`src/rtl/clock_divide_pkg.sv`:
```
// clock_divide_pkg: shared constants, helpers and channel state for the clock divider
package clock_divide_pkg;
    localparam int DIVW_DEFAULT = 20;
    typedef enum logic {IDLE, RUN} chan_state_e;
    function automatic logic [31:0] half(input logic [31:0] n);
        return n >> 1;
    endfunction
endpackage

```
`src/rtl/clock_divide_chan.sv`:
```
// clock_divide_chan: one programmable divider channel with shadowed divisor and tick strobe
module clock_divide_chan
    import clock_divide_pkg::*;
#(
    parameter int DIVW        = DIVW_DEFAULT,
    parameter int DEFAULT_DIV = 2
) (
    input  logic            clk,
    input  logic            rst_n,
    input  logic            en,
    input  logic            cfg_we,
    input  logic [DIVW-1:0] cfg_div,
    input  logic            sync,
    output logic            clk_div,
    output logic            tick,
    output logic [DIVW-1:0] div_cur
);
    chan_state_e     state;
    logic [DIVW-1:0] shadow, per_q, cnt, ld, last;
    logic            run, live;
    assign ld      = cfg_we ? cfg_div : shadow;
    assign last    = per_q - DIVW'(1);
    assign run     = state == RUN;
    assign live    = run && per_q != '0;
    assign clk_div = live && cnt < DIVW'(half(32'(per_q)));
    assign tick    = live && cnt == last;
    assign div_cur = per_q;
    always_ff @(posedge clk or negedge rst_n)
        if (!rst_n) begin
            state  <= IDLE;
            shadow <= DIVW'(DEFAULT_DIV);
            per_q  <= DIVW'(DEFAULT_DIV);
            cnt    <= '0;
        end else begin
            shadow <= ld;
            if (!en) begin
                state <= IDLE;
                cnt   <= '0;
            end else if (!run || sync || per_q == '0 || cnt == last) begin
                state <= RUN;
                cnt   <= '0;
                per_q <= ld;
            end else
                cnt <= cnt + DIVW'(1);
        end
endmodule

```
`src/rtl/clock_divide_multi.sv`:
```
// clock_divide_multi: NCH runtime-programmable clock dividers with tick strobes and phase sync
module clock_divide_multi
    import clock_divide_pkg::*;
#(
    parameter int NCH         = 4,
    parameter int DIVW        = DIVW_DEFAULT,
    parameter int DEFAULT_DIV = 2
) (
    input  logic                clk,
    input  logic                rst_n,
    input  logic [NCH-1:0]      en,
    input  logic [NCH-1:0]      cfg_we,
    input  logic [DIVW-1:0]     cfg_div,
    input  logic                sync,
    output logic [NCH-1:0]      clk_div,
    output logic [NCH-1:0]      tick,
    output logic [NCH*DIVW-1:0] div_cur
);
    for (genvar i = 0; i < NCH; i++) begin : g_ch
        clock_divide_chan #(
            .DIVW        (DIVW),
            .DEFAULT_DIV (DEFAULT_DIV)
        ) u_chan (
            .clk     (clk),
            .rst_n   (rst_n),
            .en      (en[i]),
            .cfg_we  (cfg_we[i]),
            .cfg_div (cfg_div),
            .sync    (sync),
            .clk_div (clk_div[i]),
            .tick    (tick[i]),
            .div_cur (div_cur[i*DIVW +: DIVW])
        );
    end
endmodule

```
`config.mk`:
```
export PLATFORM = sky130hd
export DESIGN_NAME = clock_divide_multi
export DESIGN_NICKNAME = d
export VERILOG_FILES = /design/src/rtl/clock_divide_pkg.sv /design/src/rtl/clock_divide_chan.sv /design/src/rtl/clock_divide_multi.sv
export SDC_FILE = /design/constraint.sdc
export NUM_CORES = 1
export LEC_CHECK = 0
export CELL_PAD_IN_SITES_DETAIL_PLACEMENT = 1
export CELL_PAD_IN_SITES_GLOBAL_PLACEMENT = 2
export CORE_MARGIN = 2
export CORE_UTILIZATION = 38
export DETAILED_ROUTE_END_ITERATION = 12
export PLACE_DENSITY_LB_ADDON = 0.1
export SETUP_SLACK_MARGIN = 0.02
export SYNTH_ARGS = -nofsm -noshare
export SYNTH_HDL_FRONTEND = slang
export SYNTH_SLANG_ARGS = --single-unit
```
`constraint.sdc`:
```
create_clock -name clk -period 3.9 [get_ports clk]
set_input_delay 0.39 -clock clk [delete_from_list [all_inputs] [get_ports clk]]
set_output_delay 0.39 -clock clk [all_outputs]
set_load 0.02 [all_outputs]
```
=== Word-level counts from Yosys, hierarchy flattened ===
Cells that the tools add are included.

* Output and inout bits: 88
* Bits in registers: 244
* Input port bits: 31

* Equal/unequal tests: 8
* Muxes and demuxes: 20
* Add/sub/neg operators: 8
* $lt $le $gt $ge: 4
* Reduce and logical (&&, ||, !) cells: 40

{| class="wikitable"
|+ Operators by type and width
! kind !! count
|-
| 20-bit two-way mux || 12
|-
| 20-bit by 1-bit adder with 20-bit output (second input constant) || 4
|-
| 20-bit equality test || 4
|-
| 20-bit logical NOT || 4
|-
| 20-bit by 19-bit < comparator with 1-bit output || 4
|-
| 20-bit nonzero test || 4
|-
| 20-bit by 1-bit subtractor with 20-bit output (second input constant) || 4
|-
| 1-bit logical AND || 12
|-
| 1-bit logical OR || 12
|-
| 1-bit two-way mux || 8
|-
| 2-bit by 1-bit != test with 1-bit output (second input constant) || 4
|-
| 2-bit AND reduction || 4
|-
| 1-bit logical NOT || 4
|}

=== Logic depth before layout (Yosys ltp) ===
* Depth in word-level cells: 6
* Gate-level depth with buffers: 12
* Gate-level depth less buffers: 9

=== By module ===
Synthesis repeated with hierarchy kept, for this count alone.

* Cell total of the unflattened synthesis: 1,983
* Area, all modules: 17,740.8 µm²

{| class="wikitable"
|+ By module, submodules not included
! module !! seq. area each (µm²) !! cells an instance !! area each (µm²) !! instances
|-
| clock_divide_chan at g_ch[1].u_chan ... || 1,529.0 || 513 || 4,644.5 || 2
|-
| clock_divide_chan at g_ch[0].u_chan || 1,529.0 || 505 || 4,385.5 || 1
|-
| clock_divide_chan at g_ch[3].u_chan || 1,529.0 || 452 || 4,066.4 || 1
|}

=== Least setup slack after synthesis ===
Ideal clock, no wire load.

* Kind: flip-flop to flip-flop
* Start: register g_ch[2].u_chan.per_q[0]
* End: register g_ch[2].u_chan.cnt[10]
* Required time: 3.784 ns
* Path slack: 0.684 ns
* Data arrival time: 3.100 ns
* Period minus slack after synthesis: 3.216 ns
* Cell stages (with the launch flop): 13
* Path buffers: 3
* Cells stage by stage: dfrtp_1 clkbuf_1 inv_1 ha_1 or3b_2 or4_1 nand3_1 o2bb2ai_1 nor4_4 nor2b_1 buf_2 buf_6 nor2_1

* Longest elaborated chain between the ends: 5

{| class="wikitable"
|+ Ends and longest elaborated chain
! element !! RTL line !! RTL
|-
| from (decl) || clock_divide_chan.sv:19 || <nowiki>logic [DIVW-1:0] shadow, per_q, cnt, ld, last;</nowiki>
|-
| from (signal assigned) || clock_divide_chan.sv:32 || <nowiki>per_q <= DIVW'(DEFAULT_DIV);</nowiki>
|-
| from (signal assigned) || clock_divide_chan.sv:42 || <nowiki>per_q <= ld;</nowiki>
|-
| 20-bit by 1-bit subtractor with 20-bit output / 20-bit logical NOT (equally long branches) || clock_divide_chan.sv:22, clock_divide_chan.sv:39 ||
|-
| 20-bit equality test / 1-bit logical OR (equally long branches) || clock_divide_chan.sv:39 || <nowiki>end else if (!run || sync || per_q == '0 || cnt == last) begin</nowiki>
|-
| 1-bit logical OR (*) || clock_divide_chan.sv:39 ||
|-
| 20-bit two-way mux (*) || clock_divide_chan.sv:39 ||
|-
| 20-bit two-way mux (*) || clock_divide_chan.sv:36 || <nowiki>if (!en) begin</nowiki>
|-
| to (signal assigned) || clock_divide_chan.sv:44 || <nowiki>cnt <= cnt + DIVW'(1);</nowiki>
|-
| to (decl) || clock_divide_chan.sv:19 ||
|}

Mark *: on every way between the ends. The rest lies on a longest branch, timed or not.
A chain may end at the register's enable or synchronous reset.

=== Worst setup path in the final report ===
* Start: register g_ch[3].u_chan.per_q[1]
* End: output port tick[3]

* Longest elaborated chain between the ends: 3

{| class="wikitable"
|+ Ends and longest elaborated chain
! element !! RTL line !! RTL
|-
| from (decl) || clock_divide_chan.sv:19 ||
|-
| from (signal assigned) || clock_divide_chan.sv:32 ||
|-
| from (signal assigned) || clock_divide_chan.sv:42 ||
|-
| 20-bit by 1-bit subtractor with 20-bit output / 20-bit nonzero test (equally long branches) || clock_divide_chan.sv:22, clock_divide_chan.sv:24 ||
|-
| 20-bit equality test / 1-bit logical AND (equally long branches) || clock_divide_chan.sv:26, clock_divide_chan.sv:24 ||
|-
| 1-bit logical AND (*) || clock_divide_chan.sv:26 || <nowiki>assign tick = live && cnt == last;</nowiki>
|-
| to (decl) || clock_divide_multi.sv:16 || <nowiki>output logic [NCH-1:0] tick,</nowiki>
|}

Marks and branches as above.

==> impl_metrics.env <==
export IMPL_place_hpwl_mm=36.9
export IMPL_hp_start="en[2]"
export IMPL_wl_mm=49.9
export IMPL_post_route_drc_count=0
export IMPL_fmax_mhz=266
export IMPL_synth_top_cells_by_count="236 x dfrtp_1, 135 x nor2_1, 96 x xnor2_1"
export IMPL_clockBufferDepth=3
export IMPL_grt_pass1_vias=14000
export IMPL_worst_slew_pin_slew_ns=1.04
export IMPL_setup_ws_ns=0.135
export IMPL_htree_num_levels=1
export IMPL_place_ws_ns=-0.0176
export IMPL_detail_route_wl_per_cell_um=21.4
export IMPL_clk_latency_ns=0.58
export IMPL_fp_dieH_um=208
export IMPL_first_pass_iters=4
export IMPL_clkPwrFrac_pct=36.4
export IMPL_reg2reg_from="g_ch[3].u_chan.div_cur[1]"
export IMPL_peakVddDrop_mv=0.337
export IMPL_crit_path_start_kind="register"
export IMPL_wl_met1_mm=23.6
export IMPL_grt_pass1_wl_mm=80.8
export IMPL_cts_tree="done"
export IMPL_core_area_um2=41000
export IMPL_power_density_nw_per_um2=440
export IMPL_relSlewSlack_pct=30.4
export IMPL_syn_inst=1654
export IMPL_synthMostInstantiatedCell="dfrtp_1"
export IMPL_power_switching_w=0.00275
export IMPL_dieArea_um2=43400
export IMPL_ant_nets=0
export IMPL_crit_start="g_ch[3].u_chan.div_cur[1]"
export IMPL_min_period_ns=3.77
export IMPL_fillers=4556
export IMPL_clock_skew_ns=0.00791
export IMPL_crit_path_top_delay_cell="dfstp_2"
export IMPL_maxCapViolCount=0
export IMPL_ys_ff_latch=244
export IMPL_p_int_w=0.00567
export IMPL_numCtsBuffers=29
export IMPL_final_net_count=1896
export IMPL_p_sw_share_pct=32.6
export IMPL_gp_congestion=0.864
export IMPL_ios=119
export IMPL_status="finished clean"
export IMPL_synth_top_area_share_pct=37.2
export IMPL_cp_end_kind="output pin"
export IMPL_n_antenna_cell=0
export IMPL_grt_overflow=0
export IMPL_rrSetupSlack_ns=0.44
export IMPL_vias=13100
export IMPL_cts_sinks=244
export IMPL_yosysTopAreaCell="dfrtp_1"
export IMPL_synth_yosys_seq_area_share_pct=38.6
export IMPL_fp_dieW_um=208
export IMPL_synthesis_area_um2=15900
export IMPL_final_hold_viol_count=0
export IMPL_cp_required_ns=3.51
export IMPL_initial_core_util_pct=38.7
export IMPL_path_cells="inv_1, ha_1, xor2_1, or3_1, a221o_1, or4_4, or3_4, nor2_2, buf_6"
export IMPL_hp_class="in -> reg"
export IMPL_arrival_ns=3.38
export IMPL_area_growth_pct=20.7
export IMPL_comb_power_share_pct=27.2
export IMPL_path_class="reg -> out"
export IMPL_final_setup_tns_ns=0
export IMPL_met3_length_mm=1.43
export IMPL_synth_fp_nets=1769
export IMPL_via_per_inst=5.62
export IMPL_async_reset_ff_share_pct=100
export IMPL_drive_gt1_share_pct=16.6
export IMPL_yosysWarnings=0
export IMPL_yosys_top_cells_area="dfrtp_1 37%, ha_1 6.6%, mux2_2 5.7%"
export IMPL_grt_usage_pct=23.3
export IMPL_avgSynthCellArea_um2=9.59
export IMPL_topRoutingLayerUsed="met4"
export IMPL_p_leak_nw=8.32
export IMPL_p_seq_share_pct=36.4
export IMPL_num_rows=74
export IMPL_cp_max_fo=6
export IMPL_rsz0062_at_grt="yes"
export IMPL_period_share_pct=96.5
export IMPL_dpl_cell_count=2277
export IMPL_cts_root_buffer="clkbuf_16"
export IMPL_clk_pin_slew_worst_paths_ns=0.06
export IMPL_drt_iter0_drc=625
export IMPL_synth_cell_type_count=82
export IMPL_slowest_delay_ns=0.57
export IMPL_ys_flop_type="dfrtp_1"
export IMPL_synth_edf_count=0
export IMPL_finalMaxSlewViolations=0
export IMPL_port_buffers=118
export IMPL_layoutNonFillerInstCount=2336
export IMPL_dr_wl_met2_mm=23.6
export IMPL_antenna_found_initial=1
export IMPL_setup_viol=0
export IMPL_grt_start_max_net_pins=109
registers in the layout, indices dropped and copies added, names as in the netlist:
signal	count
g_ch.u_chan.run	4
g_ch.u_chan.div_cur	80
g_ch.u_chan.cnt	80
g_ch.u_chan.shadow	80
worst max-delay path, delay by kind of cell, from the launching register on:
kind | cells | cell delay (ns)
simple gates | 4 | 1.29
flops | 1 | 0.57
compound gates | 1 | 0.36
buf+inv | 2 | 0.21
fa+ha+maj | 1 | 0.20
xor+xnor | 1 | 0.18
per-layer routing:
layer / vias to the layer above / track usage [%]
met5: - / 0
met4: 0 / 6.03
met3: 69 / 2.43
met2: 220 / 39.3
met1: 6676 / 31.8
li1: 6167 / -
through the flow:
step                power (W)  instance area (um2)  util, %  hold slack (ns)
global route          0.00884                19100     46.6            0.378
floorplan             0.00435                15900        -           0.0944
detailed placement    0.00538                17900     43.6            0.486
CTS                   0.00851                19100     46.4            0.337
global placement      0.00533                17900     43.6            0.478
finish                0.00842                19100     46.6            0.370
area by class of cell:
cell class	instances	area, um2	area share [%]
Clock buffer	37	836	4.37
Multi-Input combinational cell	1221	9130	47.7
Clock inverter	17	254	1.33
Sequential cell	244	6120	32.0
Inverter	88	330	1.73
Tap cell	532	666	3.48
Timing Repair Buffer	197	1800	9.39
cell usage in the layout (no fill, tap or decap), drive strengths merged, types with 9 or more instances in the layout:
cell type      netlist  layout
a21oi               48      48
nor3b               17      17
nor2               135     135
nand3               69      69
and3                22      22
o21ai               26      26
mux2i               21      21
and4                 9       9
inv                 88      89
dfrtp              236     236
xnor2               96      96
a22oi               22      22
clkdlybuf4s50        0     108
nand4               45      45
nor3                93      93
or4                 15      15
xor2                71      71
nor4                31      31
nand2b              16      16
or3                 10      10
clkbuf              72      39
ha                  84      84
nand2               93      93
buf                 29      82
mux2               120     120
o22ai               28      28
a21o                29      29
power groups by stage:
stage          Sequential, W  Combinational [W]  Clock, W
2_1_floorplan        0.00323            0.00112         0
6_report             0.00306            0.00229   0.00307
3_3_place_gp         0.00309            0.00223         0
4_1_cts              0.00306            0.00230   0.00315
5_1_grt              0.00310            0.00250   0.00323
3_5_place_dp         0.00310            0.00227         0
what timing repair did:
action,CTS,global route
setup endpoints to repair,7,8
setup buffers,2,2
endpoints found under the hold margin,101,0
pin swaps,3,0
resized for setup,24,25
hold buffers,1,0
worst paths after layout:
| check | to | cells past startpoint |
|---|---|---|
| setup / recovery | tick[3] | 9 |
| hold / removal | g_ch[2].u_chan.run | 1 |
| setup reg to reg | g_ch[3].u_chan.div_cur[16] | 10 |
| hold reg to reg | g_ch[3].u_chan.shadow[7] | 1 |
| max in group asynchronous | g_ch[2].u_chan.shadow[1] | 3 |
| min in group asynchronous | g_ch[0].u_chan.cnt[4] | 2 |
logic make-up (layout without fill, tap and decap cells):
| kind of cell | count (synthesis) | in the layout | synth area share (%) |
|---|---|---|---|
| AOI/OAI and AO/OA | 229 | 229 | 10.0 |
| and+or+nand+nor | 599 | 599 | 20.1 |
| adders and majority gates | 84 | 84 | 6.63 |
| buffers and inverters | 189 | 339 | 5.03 |
| xor gates and xnor gates | 168 | 168 | 9.37 |
| DFF | 244 | 244 | 38.6 |
| muxes | 141 | 141 | 10.3 |
Note: power is estimated with default switching activity, not from simulation.
